File: config.mk
export PLATFORM = sky130hd
export DESIGN_NAME = uart_tx_feeder
export DESIGN_NICKNAME = d
export VERILOG_FILES = /design/src/rtl/uart_tx_feeder.sv
export SDC_FILE = /design/constraint.sdc
export NUM_CORES = 1
export LEC_CHECK = 0
export CORE_ASPECT_RATIO = 1.5
export CORE_MARGIN = 3
export CORE_UTILIZATION = 30
export DETAILED_ROUTE_END_ITERATION = 10
export DONT_BUFFER_PORTS = 1
export PLACE_DENSITY_LB_ADDON = 0.15
export SETUP_SLACK_MARGIN = 0.1
export SLEW_MARGIN = 25
export SYNTH_ARGS = -nofsm -noshare
export SYNTH_HDL_FRONTEND = slang
export SYNTH_SLANG_ARGS = --single-unit
File: constraint.sdc
create_clock -name clk -period 5.2 [get_ports clk]
set_input_delay 1.04 -clock clk [delete_from_list [all_inputs] [get_ports clk]]
set_output_delay 1.04 -clock clk [all_outputs]
set_load 0.02 [all_outputs]
File: src/rtl/uart_tx_feeder.sv
// uart_tx_feeder: buffered feeder for uart_tx.
// Words pushed on a single-cycle interface are queued in a synchronous FIFO
// and handed to the transmitter one at a time. Each word gets a stretched
// wr strobe, then a full buffempty low/high handshake, so the slower
// uart_clk domain always captures it.
// Optional feature: define UART_TX_FEEDER_TIMEOUT_EN to add a busy timeout
// in WAIT_BUSY. A timeout re-strobes the word once, and a second timeout
// drops it. Without the macro, WAIT_BUSY waits indefinitely.
// rst asserts asynchronously. Its release is expected to be synchronous to
// clk, which is the job of the reset source.
module uart_tx_feeder #(
    parameter int ADDR_W       = 4,
    parameter int WR_PULSE     = 8
`ifdef UART_TX_FEEDER_TIMEOUT_EN
    ,
    parameter int BUSY_TIMEOUT = 1023
`endif
) (
    input  logic              clk,
    input  logic              rst,
    input  logic              push,
    input  logic [8:0]        push_data,
    output logic              full,
    output logic              empty,
    output logic [ADDR_W:0]   level,
    output logic              overflow,
    output logic [8:0]        tx_data,
    output logic              tx_wr,
    input  logic              tx_buffempty,
    output logic              busy
);

    localparam int DEPTH = 2 ** ADDR_W;
    localparam int PW    = $clog2(WR_PULSE + 1);

    typedef enum logic [1:0] {
        S_IDLE,
        S_STROBE,
        S_WAIT_BUSY,
        S_WAIT_EMPTY
    } state_t;

    state_t              r_state;
    logic [8:0]          r_mem [DEPTH];
    logic [ADDR_W-1:0]   r_wr_ptr;
    logic [ADDR_W-1:0]   r_rd_ptr;
    logic [ADDR_W:0]     r_level;
    logic                r_overflow;
    logic                r_be_meta;
    logic                r_be_s;
    logic [8:0]          r_tx_data;
    logic                r_tx_wr;
    logic                r_busy;
    logic [PW-1:0]       r_pulse_cnt;

`ifdef UART_TX_FEEDER_TIMEOUT_EN
    localparam int TW = $clog2(BUSY_TIMEOUT + 1);
    logic [TW-1:0]       r_to_cnt;
    logic                r_retry;
`endif

    logic w_empty;
    logic w_full;
    logic w_pop;
    logic w_push_ok;

    assign w_empty   = (r_level == '0);
    assign w_full    = (r_level == (ADDR_W+1)'(DEPTH));
    // A pop needs a word already stored, so a push to an empty FIFO never bypasses.
    assign w_pop     = (r_state == S_IDLE) && !w_empty && r_be_s;
    // When the FIFO is full, a push is still taken if a pop frees the slot in the same cycle.
    assign w_push_ok = push && (!w_full || w_pop);

    // Two-flop synchronizer for buffempty from the uart_clk domain. It idles high (empty).
    always_ff @(posedge clk or posedge rst) begin
        if (rst) begin
            r_be_meta <= 1'b1;
            r_be_s    <= 1'b1;
        end else begin
            r_be_meta <= tx_buffempty;
            r_be_s    <= r_be_meta;
        end
    end

    // FIFO pointers, occupancy and the overflow pulse for dropped pushes.
    always_ff @(posedge clk or posedge rst) begin
        if (rst) begin
            r_wr_ptr   <= '0;
            r_rd_ptr   <= '0;
            r_level    <= '0;
            r_overflow <= 1'b0;
        end else begin
            r_overflow <= push && !w_push_ok;
            if (w_push_ok)
                r_wr_ptr <= r_wr_ptr + ADDR_W'(1);
            if (w_pop)
                r_rd_ptr <= r_rd_ptr + ADDR_W'(1);
            case ({w_push_ok, w_pop})
                2'b10:   r_level <= r_level + (ADDR_W+1)'(1);
                2'b01:   r_level <= r_level - (ADDR_W+1)'(1);
                default: r_level <= r_level;
            endcase
        end
    end

    // FIFO storage. A simultaneous push and pop on a full FIFO hits the same slot,
    // and the FSM reads the old word there.
    always_ff @(posedge clk) begin
        if (w_push_ok)
            r_mem[r_wr_ptr] <= push_data;
    end

    // Transfer sequencer: pop, hold wr for WR_PULSE cycles, then wait for buffempty to go low and back high.
    always_ff @(posedge clk or posedge rst) begin
        if (rst) begin
            r_state     <= S_IDLE;
            r_tx_data   <= '0;
            r_tx_wr     <= 1'b0;
            r_busy      <= 1'b0;
            r_pulse_cnt <= '0;
`ifdef UART_TX_FEEDER_TIMEOUT_EN
            r_to_cnt    <= '0;
            r_retry     <= 1'b0;
`endif
        end else begin
            case (r_state)
                S_IDLE: begin
                    if (w_pop) begin
                        r_tx_data   <= r_mem[r_rd_ptr];
                        r_tx_wr     <= 1'b1;
                        r_pulse_cnt <= PW'(WR_PULSE - 1);
                        r_busy      <= 1'b1;
                        r_state     <= S_STROBE;
`ifdef UART_TX_FEEDER_TIMEOUT_EN
                        r_retry     <= 1'b0;
`endif
                    end
                end
                S_STROBE: begin
                    if (r_pulse_cnt == '0) begin
                        r_tx_wr <= 1'b0;
                        r_state <= S_WAIT_BUSY;
`ifdef UART_TX_FEEDER_TIMEOUT_EN
                        r_to_cnt <= '0;
`endif
                    end else begin
                        r_pulse_cnt <= r_pulse_cnt - PW'(1);
                    end
                end
                S_WAIT_BUSY: begin
                    if (!r_be_s) begin
                        r_state <= S_WAIT_EMPTY;
`ifdef UART_TX_FEEDER_TIMEOUT_EN
                    end else if (r_to_cnt == TW'(BUSY_TIMEOUT - 1)) begin
                        // The strobe was missed: re-send the same word once, then give up.
                        if (!r_retry) begin
                            r_retry     <= 1'b1;
                            r_tx_wr     <= 1'b1;
                            r_pulse_cnt <= PW'(WR_PULSE - 1);
                            r_state     <= S_STROBE;
                        end else begin
                            r_busy  <= 1'b0;
                            r_state <= S_IDLE;
                        end
                    end else begin
                        r_to_cnt <= r_to_cnt + TW'(1);
`endif
                    end
                end
                S_WAIT_EMPTY: begin
                    if (r_be_s) begin
                        r_busy  <= 1'b0;
                        r_state <= S_IDLE;
                    end
                end
                default: begin
                    r_state <= S_IDLE;
                end
            endcase
        end
    end

    assign full     = w_full;
    assign empty    = w_empty;
    assign level    = r_level;
    assign overflow = r_overflow;
    assign tx_data  = r_tx_data;
    assign tx_wr    = r_tx_wr;
    assign busy     = r_busy;

endmodule
# Word level (Yosys, flattened, before mapping)
# Memory sizes are Yosys's and may differ from the RTL's. A register that Yosys moved wholly into a read port is not among the register bits.
# Index checks and enable logic that the tools add are counted.
totals:
  ram_bits: 144
  memories: 1
  in_bits: 13
  register_bits: 24
  out_inout_bits: 19
  wordCells: 62
classes:
  n_reduce_logical: 19
  n_addsub: 5
  n_mux: 16
  n_eq_ne: 11
mem_list:
  columns: ["name", "depth", "width", "rd", "rd_ports_with_merged_regs", "wr", "line_no", "source"]
  rows:
  - ["r_mem", 16, 9, 1, 1, 1, "44", "logic [8:0] r_mem [DEPTH];"]
ops:
  columns: ["op", "count"]
  rows:
  - ["$ne A2 B2 Y1 const B", 5]
  - ["$pmux W5 S2", 1]
  - ["$reduce_and A3 Y1", 3]
  - ["$add A4 B1 Y4 const B", 2]
  - ["$mux W2", 4]
  - ["$mux W4", 2]
  - ["$pmux W2 S4", 1]
  - ["$pmux W4 S2", 1]
  - ["$eq A2 B2 Y1 const B", 3]
  - ["$reduce_bool A2 Y1", 3]
  - ["$add A5 B1 Y5 const B", 1]
  - ["$eq A5 B5 Y1 const B", 1]
  - ["$logic_not A5 Y1", 1]
  - ["$mux W1", 5]
  - ["$sub A5 B1 Y5 const B", 1]
  - ["$eq A2 B1 Y1 const B", 2]
  - ["$logic_and A1 B1 Y1", 4]
  - ["$logic_not A4 Y1", 1]
  - ["$pmux W1 S2", 2]
  - ["$reduce_and A4 Y1", 1]
  - ["$sub A4 B1 Y4 const B", 1]
  - ["$logic_not A1 Y1", 3]
  - ["$logic_not A2 Y1", 1]
  - ["$reduce_and A2 Y1", 1]
  - ["$logic_or A1 B1 Y1", 1]

# Longest topological paths before layout
depth:
  word_depth: 8
  ltp_mapped: 12
  ltp_nobuf: 12

# Worst setup path before layout
# OpenSTA, ideal clock, no wires.
synth_path:
  path_type: "input -> register"
  start: "input port push"
  end: "register r_level[4] (netlist: level[4])"
  setup_ns: 0.083
  arrival_ns: 2.488
  stages: 8
  setup_slack_ns: 2.629
  required_ns: 5.117
  n_path_buf: 1
  cell_sequence: "buf_2 nor2_2 ha_1 nor2b_1 o21ai_0 nand2_1 and3_1 o21ai_0"
synth_via:
  elab_chain_cells: 3
  word_cells_on_any_way: 5
  cone_classes: "eq/ne (2); mux (1); reduce/logical (2)"
synth_rtl:
  columns: ["item", "line_no", "source"]
  rows:
  - ["start: declaration", "21", "input logic push,"]
  - ["$logic_and A1 B1 Y1 *", "72", "assign w_push_ok = push && (!w_full || w_pop);"]
  - ["$eq A2 B1 Y1 or $eq A2 B2 Y1 (tied branches)", "98", "case ({w_push_ok, w_pop})"]
  - ["$pmux W5 S2 or $reduce_bool A2 Y1 (tied branches)", null, null]
  - ["end signal: assignment", "99", "2'b10: r_level <= r_level + (ADDR_W+1)'(1);"]
  - ["end signal: assignment", "100", "2'b01: r_level <= r_level - (ADDR_W+1)'(1);"]
  - ["end signal: assignment", "101", "default: r_level <= r_level;"]
  - ["end: declaration", "47", "logic [ADDR_W:0] r_level;"]
# Every way passes the cells marked *; elsewhere a longest branch is shown, timed or not.
# A chain may end at the register's enable or synchronous reset.

# Worst setup path after layout
layout_path:
  start: "register r_level[0] (netlist: level[0])"
  end: "register r_level[4] (netlist: level[4])"
layout_via:
  elab_chain_cells: 8
  word_cells_on_any_way: 14
  cone_classes: "add/sub (2); eq/ne (3); mux (1); reduce/logical (8)"
layout_rtl:
  columns: ["item", "line_no", "source"]
  rows:
  - ["$logic_not A5 Y1", "67", "assign w_empty = (r_level == '0);"]
  - ["$logic_not A1 Y1", "70", "assign w_pop = (r_state == S_IDLE) && !w_empty && r_be_s;"]
  - ["$logic_and A1 B1 Y1 (2 in a row)", "70", null]
  - ["$logic_or A1 B1 Y1", "72", null]
  - ["$logic_and A1 B1 Y1", "72", null]
  - ["$eq A2 B1 Y1 or $eq A2 B2 Y1 (tied branches)", "98", null]
  - ["$pmux W5 S2 or $reduce_bool A2 Y1 (tied branches)", null, null]
# Several ways; a longest one is shown, not always the timed one.

==> impl_metrics.tcl <==
set metrics [dict create \
    die_w_um 133 \
    worst_setup_hold_path_clk_slew_ns 0.07 \
    placementRows 69 \
    postSynthNetCount 427 \
    critical_path_arrival_ns 3.43 \
    post_route_drc 0 \
    area_growth_syn_to_layout_pct 13.8 \
    synth_largest_area_cell "sky130_fd_sc_hd__edfxtp_1" \
    finalWorstPathRequiredPeriod_ns 3.09 \
    cell_internal_power_mw 3.13 \
    cts.sink_count 177 \
    cts.root.buffer_cell "sky130_fd_sc_hd__clkbuf_16" \
    holdPathStages 0 \
    sequentialPowerShare 0.449 \
    drt-wirelength-per-cell_um 20.6 \
    num_io_pins 32 \
    regToRegStartpoint "level[0]" \
    drtAntennaViolNets 0 \
    yosys.cell_types.count 45 \
    num-nets-final 436 \
    finalSetupViolations 0 \
    total_die_area_mm2 0.0261 \
    placement.io_buffers 0 \
    leak_pwr_nw 2.80 \
    finalCritPeriodShare 0.595 \
    synth_edf_count 144 \
    synth_area_mm2 0.00725 \
    power.total_mw 4.56 \
    worst_ir_drop_vdd_v 0.000229 \
    final_common_cell "sky130_fd_sc_hd__edfxtp_1" \
    p_comb_frac 0.253 \
    drt_pass1_iterations 4 \
    crit_path_end_kind "flip-flop" \
    cts_tree "built" \
    cts_setup_buffers 0 \
    drv_slew 0 \
    fillerInstances 2243 \
    die-height_um 196 \
    final_weighted_congestion_in_routability_driven_placement 0.732 \
    fmaxAchievable_ghz 0.323 \
    r2r_slack_ns 2.11 \
    fp.coreArea_mm2 0.0237 \
    ys_ff_latch 177 \
    synthFlopType "sky130_fd_sc_hd__edfxtp_1" \
    dp.final_hpwl_um 10300 \
    number_of_antenna_violations_at_the_first_check_in_global_routing 0 \
    vias 3489 \
    power_density_mw_per_mm2 552 \
    synthDominantCellAreaShare 0.596 \
    drive_above_1_share 0.200 \
    max-clock-path-buffers 2 \
    grt_max_degree 38 \
    postCtsResizedCells 0 \
    async_flop_share 0.186 \
    synth-seq-area-share 0.710 \
    worstSkewPairLatency_ns 0.42 \
    grt_pass1_wl_um 23600 \
    synth_top_cells_by_area "sky130_fd_sc_hd__edfxtp_1 60%, sky130_fd_sc_hd__mux4_2 11%, sky130_fd_sc_hd__dfrtp_1 11%" \
    hold_path_class "reg2reg" \
    mostFrequentLayoutCells "144 x sky130_fd_sc_hd__edfxtp_1, 36 x sky130_fd_sc_hd__mux4_2, 30 x sky130_fd_sc_hd__dfrtp_1" \
    routed_wl_um 15300 \
    rsz0062_at_grt "no" \
    critical_path.reg2reg.endpoint "level[4]" \
    path_class "reg2reg" \
    timing.critical_path.fanout_max 16 \
    worstHoldEndpoint "r_be_s" \
    post_synth_inst_count 399 \
    fin_worst_skew_ns 0.00764 \
    cts_htree_levels 4 \
    yosysWarningCount 0 \
    outcome "finished, final reports clean" \
    antenna_cells_inserted 0 \
    drt_via_density 4.71 \
    initial_core_util 0.306 \
    drt_iter0_drc 184 \
    power.share.clock 0.297 \
    max-slew-margin-rel 0.375 \
    report.final.hold_viol_count 0 \
    ff2ff_path_depth 9 \
    synth.avg_cell_area_um2 18.2 \
    worst_pin_slew_ns 0.934 \
    setup_tns_ns 0 \
    quantity_of_hold_fixing_buffers_added_after_cts 0 \
    vias_in_the_first_global_route 3858 \
    max_cap_viols 0 \
    worst_setup_path_start_kind "flip-flop" \
    sw_power_mw 1.43 \
    timing.hold.worst.start "r_be_meta" \
    worst_ep_required_time_ns 5.54 \
    grt.total_usage 0.123 \
    grt_overflow 0 \
    cts-buffers-inserted 17 \
    switching_share 0.314 \
]
-- cells by family after synthesis --
logic type	count (synthesis)	share of synthesized area
adders and majority gates	15	0.0269
xor gates and xnor gates	9	0.0109
and+or+nand+nor	70	0.0500
AOI/OAI and AO/OA	35	0.0367
muxes	60	0.147
buffers and inverters	33	0.0186
DFF	177	0.710
-- power by group through the flow --
stage / Clock (mW) / Combinational [mW] / Sequential, mW
finish: 1.35 / 1.16 / 2.05
CTS: 1.38 / 1.19 / 2.06
global route: 1.45 / 1.28 / 2.09
global placement: 0 / 1.18 / 2.08
detailed placement: 0 / 1.19 / 2.09
floorplan: 0 / 0.954 / 1.96
-- Yosys cell counts (2+ instances only) --
master / n
sky130_fd_sc_hd__o21ai_0: 9
sky130_fd_sc_hd__a21oi_1: 2
sky130_fd_sc_hd__o211ai_1: 2
sky130_fd_sc_hd__nor2_1: 9
sky130_fd_sc_hd__xnor2_1: 9
sky130_fd_sc_hd__or3_1: 2
sky130_fd_sc_hd__mux2i_1: 20
sky130_fd_sc_hd__clkbuf_1: 5
sky130_fd_sc_hd__mux2_4: 2
sky130_fd_sc_hd__buf_2: 9
sky130_fd_sc_hd__inv_1: 19
sky130_fd_sc_hd__o22ai_1: 2
sky130_fd_sc_hd__and2_1: 14
sky130_fd_sc_hd__mux2_2: 2
sky130_fd_sc_hd__o221ai_1: 9
sky130_fd_sc_hd__nor4_1: 2
sky130_fd_sc_hd__ha_1: 14
sky130_fd_sc_hd__a31oi_1: 2
sky130_fd_sc_hd__nand3b_1: 2
sky130_fd_sc_hd__mux4_2: 36
sky130_fd_sc_hd__dfrtp_1: 31
sky130_fd_sc_hd__nand2_1: 26
sky130_fd_sc_hd__and3_1: 3
sky130_fd_sc_hd__edfxtp_1: 144
sky130_fd_sc_hd__dfstp_2: 2
sky130_fd_sc_hd__nand4_1: 3
-- sequential cells by signal, indices dropped and copies added, names as in the netlist, 2 cells and up --
signal,cells
level,5
r_rd_ptr,4
r_state,2
r_wr_ptr,4
tx_data,9
r_mem,144
r_pulse_cnt,4
-- per-stage QoR --
step | hold WS [ns] | instances | utilization | worst slack [ns] | instance area (um^2)
floorplan | 0.345 | 399 | - | 2.63 | 7250
global placement | 0.352 | 708 | 0.321 | 2.19 | 7620
detailed placement | 0.347 | 708 | 0.321 | 2.09 | 7620
CTS | 0.363 | 740 | 0.347 | 2.05 | 8250
global route | 0.364 | 740 | 0.348 | 1.83 | 8250
finish | 0.361 | 740 | 0.348 | 2.11 | 8250
-- critical path, stage by stage (launching register included) --
cell and delay (ns):
sky130_fd_sc_hd__dfrtp_1 0.52, sky130_fd_sc_hd__or4_4 0.64, sky130_fd_sc_hd__o21ai_4 0.40, sky130_fd_sc_hd__nor2_2 0.15, sky130_fd_sc_hd__ha_1 0.34, sky130_fd_sc_hd__nor2b_1 0.14
sky130_fd_sc_hd__o21ai_0 0.33, sky130_fd_sc_hd__nand2_1 0.13, sky130_fd_sc_hd__and3_1 0.19, sky130_fd_sc_hd__o21ai_0 0.15
-- final cells by class --
cell class | instances | area, um^2 | share of cell area
flip-flops and latches | 177 | 5160 | 0.625
inverters | 19 | 71.3 | 0.00864
clock inverters | 15 | 199 | 0.0241
clock buffers | 17 | 425 | 0.0515
multi-input cells | 189 | 1970 | 0.239
repair buffers | 4 | 30.0 | 0.00364
well taps | 319 | 399 | 0.0484
-- per-layer routing --
layer,part of all wire,vias up,GRT usage
li1,-,1584,-
met5,0,-,0
met1,0.38,1831,0.137
met3,0.039,16,0.0345
met4,0.022,0,0.0435
met2,0.55,58,0.225
-- worst max path at each step --
stage / start / endpoint / slack (ns) / depth (start not counted)
3_5_place_dp: level[0] / level[4] / 2.09 / 9
3_3_place_gp: level[0] / level[4] / 2.19 / 9
4_1_cts: level[0] / level[4] / 2.05 / 9
5_1_grt: level[0] / level[4] / 1.83 / 9
6_report: level[0] / level[4] / 2.11 / 9
2_1_floorplan: push / level[4] / 2.63 / 8
No activity file was read; power rests on OpenSTA's default activity.
